File: src/rtl/cc_mem_arbiter.sv
// cc_mem_arbiter: shares one word-wide memory port between the instruction-side
// (cc0) and data-side (cc1) cache controllers. One-cycle miss pulses are buffered,
// granted round-robin, and served as WORD_NUM-beat critical-word-first line fills
// whose per-beat word address wraps inside the line.
module cc_mem_arbiter #(
    parameter int ADR_WIDTH         = 32,
    parameter int WORD_WIDTH        = 32,
    parameter int WORD_NUM          = 4,
    parameter int WORD_OFFSET_WIDTH = 2,
    parameter int BYTE_OFFSET_WIDTH = 2
) (
    input  logic                  clk,
    input  logic                  rst,
    input  logic                  req_cc02arb,
    input  logic [ADR_WIDTH-1:0]  adr_cc02arb,
    output logic                  ack_arb2cc0,
    output logic [WORD_WIDTH-1:0] dat_arb2cc0,
    input  logic                  req_cc12arb,
    input  logic [ADR_WIDTH-1:0]  adr_cc12arb,
    output logic                  ack_arb2cc1,
    output logic [WORD_WIDTH-1:0] dat_arb2cc1,
    output logic                  req_arb2mem,
    output logic [ADR_WIDTH-1:0]  adr_arb2mem,
    input  logic                  ack_mem2arb,
    input  logic [WORD_WIDTH-1:0] dat_mem2arb,
    output logic                  grant_id,
    output logic                  busy,
    output logic                  err_flag
);

    localparam int LINE_LSB = BYTE_OFFSET_WIDTH + WORD_OFFSET_WIDTH;
    localparam logic [WORD_OFFSET_WIDTH-1:0] LAST_BEAT = WORD_OFFSET_WIDTH'(WORD_NUM - 1);

    typedef enum logic [1:0] {
        IDLE  = 2'd0,
        ISSUE = 2'd1,
        BURST = 2'd2
    } state_t;

    state_t                             state_q, state_d;
    logic                               pend0_q, pend0_d, pend1_q, pend1_d;
    logic [ADR_WIDTH-1:0]               adr0_q, adr0_d, adr1_q, adr1_d;
    logic [ADR_WIDTH-LINE_LSB-1:0]      tag_q, tag_d;
    logic [WORD_OFFSET_WIDTH-1:0]       w0_q, w0_d, beat_q, beat_d;
    logic                               grant_q, grant_d, prio_q, prio_d, err_q, err_d;

    logic                               sel;
    logic [ADR_WIDTH-1:0]               sel_adr;
    logic [WORD_OFFSET_WIDTH-1:0]       cur_word;
    logic                               fwd;
    logic                               unused_byte_bits;

    // With both requests pending the priority pointer decides, otherwise the lone requester wins
    assign sel      = (pend0_q && pend1_q) ? prio_q : pend1_q;
    assign sel_adr  = sel ? adr1_q : adr0_q;
    assign unused_byte_bits = ^sel_adr[BYTE_OFFSET_WIDTH-1:0];

    // Word index wraps modulo WORD_NUM through the natural width of the adder
    assign cur_word    = w0_q + beat_q;
    assign adr_arb2mem = {tag_q, cur_word, {BYTE_OFFSET_WIDTH{1'b0}}};
    assign req_arb2mem = (state_q == ISSUE);
    assign busy        = (state_q != IDLE);
    assign grant_id    = grant_q;
    assign err_flag    = err_q;

    // Memory beats are only steered while a fill is active and never during reset
    assign fwd         = rst && ack_mem2arb && (state_q != IDLE);
    assign ack_arb2cc0 = fwd && !grant_q;
    assign ack_arb2cc1 = fwd && grant_q;
    assign dat_arb2cc0 = ack_arb2cc0 ? dat_mem2arb : '0;
    assign dat_arb2cc1 = ack_arb2cc1 ? dat_mem2arb : '0;

    // Request capture, grant decision and fill progress
    always_comb begin
        state_d = state_q;
        pend0_d = pend0_q;
        pend1_d = pend1_q;
        adr0_d  = adr0_q;
        adr1_d  = adr1_q;
        tag_d   = tag_q;
        w0_d    = w0_q;
        beat_d  = beat_q;
        grant_d = grant_q;
        prio_d  = prio_q;
        err_d   = err_q;

        // A second pulse while the first is still outstanding is a controller bug: keep the first
        if (req_cc02arb) begin
            if (pend0_q) err_d = 1'b1;
            else begin
                pend0_d = 1'b1;
                adr0_d  = adr_cc02arb;
            end
        end
        if (req_cc12arb) begin
            if (pend1_q) err_d = 1'b1;
            else begin
                pend1_d = 1'b1;
                adr1_d  = adr_cc12arb;
            end
        end

        case (state_q)
            IDLE: begin
                if (ack_mem2arb) err_d = 1'b1;
                if (pend0_q || pend1_q) begin
                    grant_d = sel;
                    tag_d   = sel_adr[ADR_WIDTH-1:LINE_LSB];
                    w0_d    = sel_adr[BYTE_OFFSET_WIDTH +: WORD_OFFSET_WIDTH];
                    beat_d  = '0;
                    state_d = ISSUE;
                end
            end
            ISSUE, BURST: begin
                if (state_q == ISSUE) state_d = BURST;
                if (ack_mem2arb) begin
                    beat_d = beat_q + 1'b1;
                    if (beat_q == LAST_BEAT) begin
                        if (grant_q) pend1_d = 1'b0;
                        else         pend0_d = 1'b0;
                        prio_d  = !grant_q;
                        state_d = IDLE;
                    end
                end
            end
            default: state_d = IDLE;
        endcase
    end

    // Control and fill-position registers with synchronous active-low reset
    always_ff @(posedge clk) begin
        if (!rst) begin
            state_q <= IDLE;
            pend0_q <= 1'b0;
            pend1_q <= 1'b0;
            tag_q   <= '0;
            w0_q    <= '0;
            beat_q  <= '0;
            grant_q <= 1'b0;
            prio_q  <= 1'b0;
            err_q   <= 1'b0;
        end else begin
            state_q <= state_d;
            pend0_q <= pend0_d;
            pend1_q <= pend1_d;
            tag_q   <= tag_d;
            w0_q    <= w0_d;
            beat_q  <= beat_d;
            grant_q <= grant_d;
            prio_q  <= prio_d;
            err_q   <= err_d;
        end
    end

    // Latched miss addresses; only meaningful while the matching pending flag is set
    always_ff @(posedge clk) begin
        adr0_q <= adr0_d;
        adr1_q <= adr1_d;
    end

endmodule

File: config.mk
export PLATFORM = sky130hd
export DESIGN_NAME = cc_mem_arbiter
export DESIGN_NICKNAME = d
export VERILOG_FILES = /design/src/rtl/cc_mem_arbiter.sv
export SDC_FILE = /design/constraint.sdc
export NUM_CORES = 1
export LEC_CHECK = 0
export BUFFER_PORTS_ARGS = -buffer_cell sky130_fd_sc_hd__buf_2
export CAP_MARGIN = 20
export CORE_MARGIN = 2
export CORE_UTILIZATION = 46
export DETAILED_ROUTE_END_ITERATION = 16
export PLACE_DENSITY = 0.82
export SLEW_MARGIN = 20
export SYNTH_ARGS = -nofsm -noshare
export SYNTH_HDL_FRONTEND = slang
export SYNTH_SLANG_ARGS = --single-unit
File: constraint.sdc
create_clock -name clk -period 2.8 [get_ports clk]
set_input_delay 0.42 -clock clk [delete_from_list [all_inputs] [get_ports clk]]
set_output_delay 0.42 -clock clk [all_outputs]
set_load 0.005 [all_outputs]
==> flow_summary.ini <==
[status]
status = finished, final reports clean

[critical_path]
endpoint = dat_arb2cc1[25]
worstPathArrival_ns = 1.96
crit_chain = inv_1 -> ha_1 -> nor3_2 -> buf_4 -> and2_1 -> buf_2
r2r_cells = 5
critPathCaptureType = primary output
cp.required_ns = 2.38
path_class = flop to primary output
path_delay_family = buffers and inverters
r2r_slack_ns = 0.85
regToRegEndpoint = tag_q[17]$_SDFFE_PN0P_
timing.rr.start = state_q[1]$_SDFFE_PN0P_
cp_slowest_cell = dfxtp_1
critical_path.max_fanout = 33
crit_start = state_q[1]$_SDFFE_PN0P_
crit_path_max_incr_delay_ns = 0.38
cp_num_buf_inv = 3
start_kind = flop
crit_cells = 6

[yosys]
yosysWarnings = 0
yosysTopAreaCellShare = 0.4360
yosysSeqAreaShare = 0.6249
yosys.area.top_type = edfxtp_1
synthTopCellsByArea = edfxtp_1 (44%), dfxtp_1 (19%), and2_1 (9.7%), a31oi_1 (4.7%), a21oi_1 (4.0%)
ys_types = 31
netlist_instances = 366
synth.cell_area_um2 = 4133
ys_seq_elements = 99
postSynthAreaPerCell_um2 = 11.29

[sta]
fin_crit_ns = 2.378
fmax_mhz = 420.5
finalCritPeriodShare = 0.8494
setup_violations = 0
slew_violations = 0
whs_ns = 0.2305
rsz0062_at_grt = false
hold_violations = 0
max_slew_margin = 0.5543
skew_ns = 0.01096
tightest_slew_ns = 0.6685
fin_tns_setup_ns = 0

[grt]
grt_max_degree = 41
first_global_vias = 3498
antenna_found_initial = 0
grt_pass1_wl_um = 17540
grt.overflow.total = 0
gr-usage-all-layers = 0.2313

[power_and_ir_drop]
seqPwrFrac = 0.565
switchingPower_uw = 846.7
power.share.clock = 0.270
p_leak_nw = 2.448
p_total_mw = 3.062
ir_worst_vdd_uv = 368.8
power.internal_mw = 2.215
combPwrFrac = 0.165
power_density_nw_per_um2 = 573.0
sw_frac_of_total = 0.2766

[detailed_routing]
met2_wirelength_um = 6116
drt-pass1-iter-count = 4
drtIter0Drc = 264
routed_via_density = 5.268
route.vias.total = 3498
postRouteAntennaNets = 0
drt-total-wl_um = 11380
met3_length_um = 928
wl_per_cell_um = 17.14
drcViolationCount = 0
top_layer = met4
drt-met1-wl_um = 4090

[die]
die_area_um2 = 9758
fp.dieW_um = 98.79
coreArea_um2 = 8721
ios = 203
initial_core_util = 0.4739
die_y_um = 98.79
rows = 34

[cells_and_area]
areaGrowthSynthToFinish_pct = 29.28
final_util = 0.6126
drive_gt1_frac = 0.4191
diodes = 0
fin_nets = 657

[clocking]
clk_path_buf_depth = 2
cts_resized = 0
numCtsBuffers = 9
cts_root_buffer = clkbuf_8
worstSkewPairLatency_ns = 0.35
cts_tree = built
cts.clk_slew.worst_paths_ns = 0.10
cts_setup_buffers = 0
holdBufCountCts = 0
clock_sinks = 99
cts_htree_levels = 3

[job]
maxCapViolCount = 0

[placed_design]
gp_congestion = 0.9328
hpwl_um = 7908
port-buffer-count = 196

[worst_hold_path]
min-delay-path-class = input pin to flop
==> synthesized netlist by cell type (all sizes together) <==
master / count
a21boi: 1
a21oi: 34
a22oi: 1
a31oi: 31
a32oi: 1
and2: 64
buf: 26
clkbuf: 7
conb: 1
dfxtp: 39
edfxtp: 60
ha: 5
inv: 6
mux2i: 3
nand2: 5
nand2b: 1
nand3: 2
nand3b: 1
nor2: 4
nor2b: 5
nor3: 2
nor4bb: 1
o21a: 1
o21ai: 62
o221a: 1
xnor2: 2
==> state kept, by name, indices dropped and copies added, names as in the netlist <==
register / count
adr0_q: 30
adr1_q: 30
tag_q: 28
beat_q: 2
state_q: 2
w0_q: 2
err_flag: 1
grant_id: 1
pend0_q: 1
pend1_q: 1
prio_q: 1
==> cell type report <==
type	count	area, um2
Fill cell	730	3378
Sequential cell	99	2582
Multi-Input combinational cell	229	1370
Timing Repair Buffer	206	1056
Tap cell	108	135.1
Clock buffer	9	123.9
Clock inverter	7	52.55
Inverter	6	22.52
==> stage by stage <==
stage / std cells / setup WS [ns] / cell area [um2]
floorplan: 367 / 0.3572 / 4136
global placement: 648 / 0.8942 / 5166
detailed placement: 648 / 0.7913 / 5166
CTS: 664 / 0.3823 / 5343
global route: 664 / 0.2665 / 5343
finish: 664 / 0.4218 / 5343
==> cell families (layout without fill, tap and decap cells) <==
group,Yosys count,after routing,share of synthesized area
simple gates,85,85,0.1256
xor+xnor,2,2,0.004239
other cells,1,2,0.0009074
buf+inv,39,228,0.04632
fa+ha+maj,5,5,0.01514
flops,99,99,0.6249
compound gates,132,132,0.1756
mux,3,3,0.007266
==> routing by layer <==
layer,global-route usage,up-vias
met5,0,-
met1,0.2610,1616
met2,0.4226,180
met4,0.09273,0
li1,-,1685
met3,0.05035,17
==> power groups by stage <==
stage	logic [mW]	clock network (mW)	registers [mW]
after detailed placement	0.508	0	1.76
after floorplan	0.281	0	1.75
after CTS	0.511	0.836	1.73
after global routing	0.567	0.899	1.74
final	0.505	0.827	1.73
after global placement	0.489	0	1.76
==> placed cells by master (no fill, tap or decap), types with 2 or more instances in the layout <==
cell type  Yosys  routed
nor3_2         2       2
inv_1          4       4
nand2_1        5       5
xnor2_1        2       2
nor2_1         4       4
nand3_1        2       2
clkbuf_8       0       9
nor2b_1        5       2
buf_2         21     196
and2_1        64      64
clkinv_4       0       3
conb_1         1       2
a31oi_1       31      31
a21oi_1       33      33
clkinv_2       0       2
buf_4          5      10
edfxtp_1      60      60
o21ai_1       31      31
dfxtp_1       39      39
o21ai_0       30      30
ha_1           5       5
inv_2          2       2
mux2i_1        3       3
nor2b_2        0       3
==> worst min path at each step <==
stage,start,to,slack [ns],cells past startpoint
global placement,prio_q$_SDFFE_PN0P_,prio_q$_SDFFE_PN0P_,0.46,2
CTS,adr_cc12arb[31],adr1_q[31]$_DFFE_PP_,0.22,1
floorplan,prio_q$_SDFFE_PN0P_,prio_q$_SDFFE_PN0P_,0.43,2
finish,adr_cc12arb[30],adr1_q[30]$_DFFE_PP_,0.23,1
global route,adr_cc02arb[11],adr0_q[11]$_DFFE_PP_,0.21,1
detailed placement,prio_q$_SDFFE_PN0P_,prio_q$_SDFFE_PN0P_,0.46,2
Note: power is estimated with default switching activity, not from simulation.
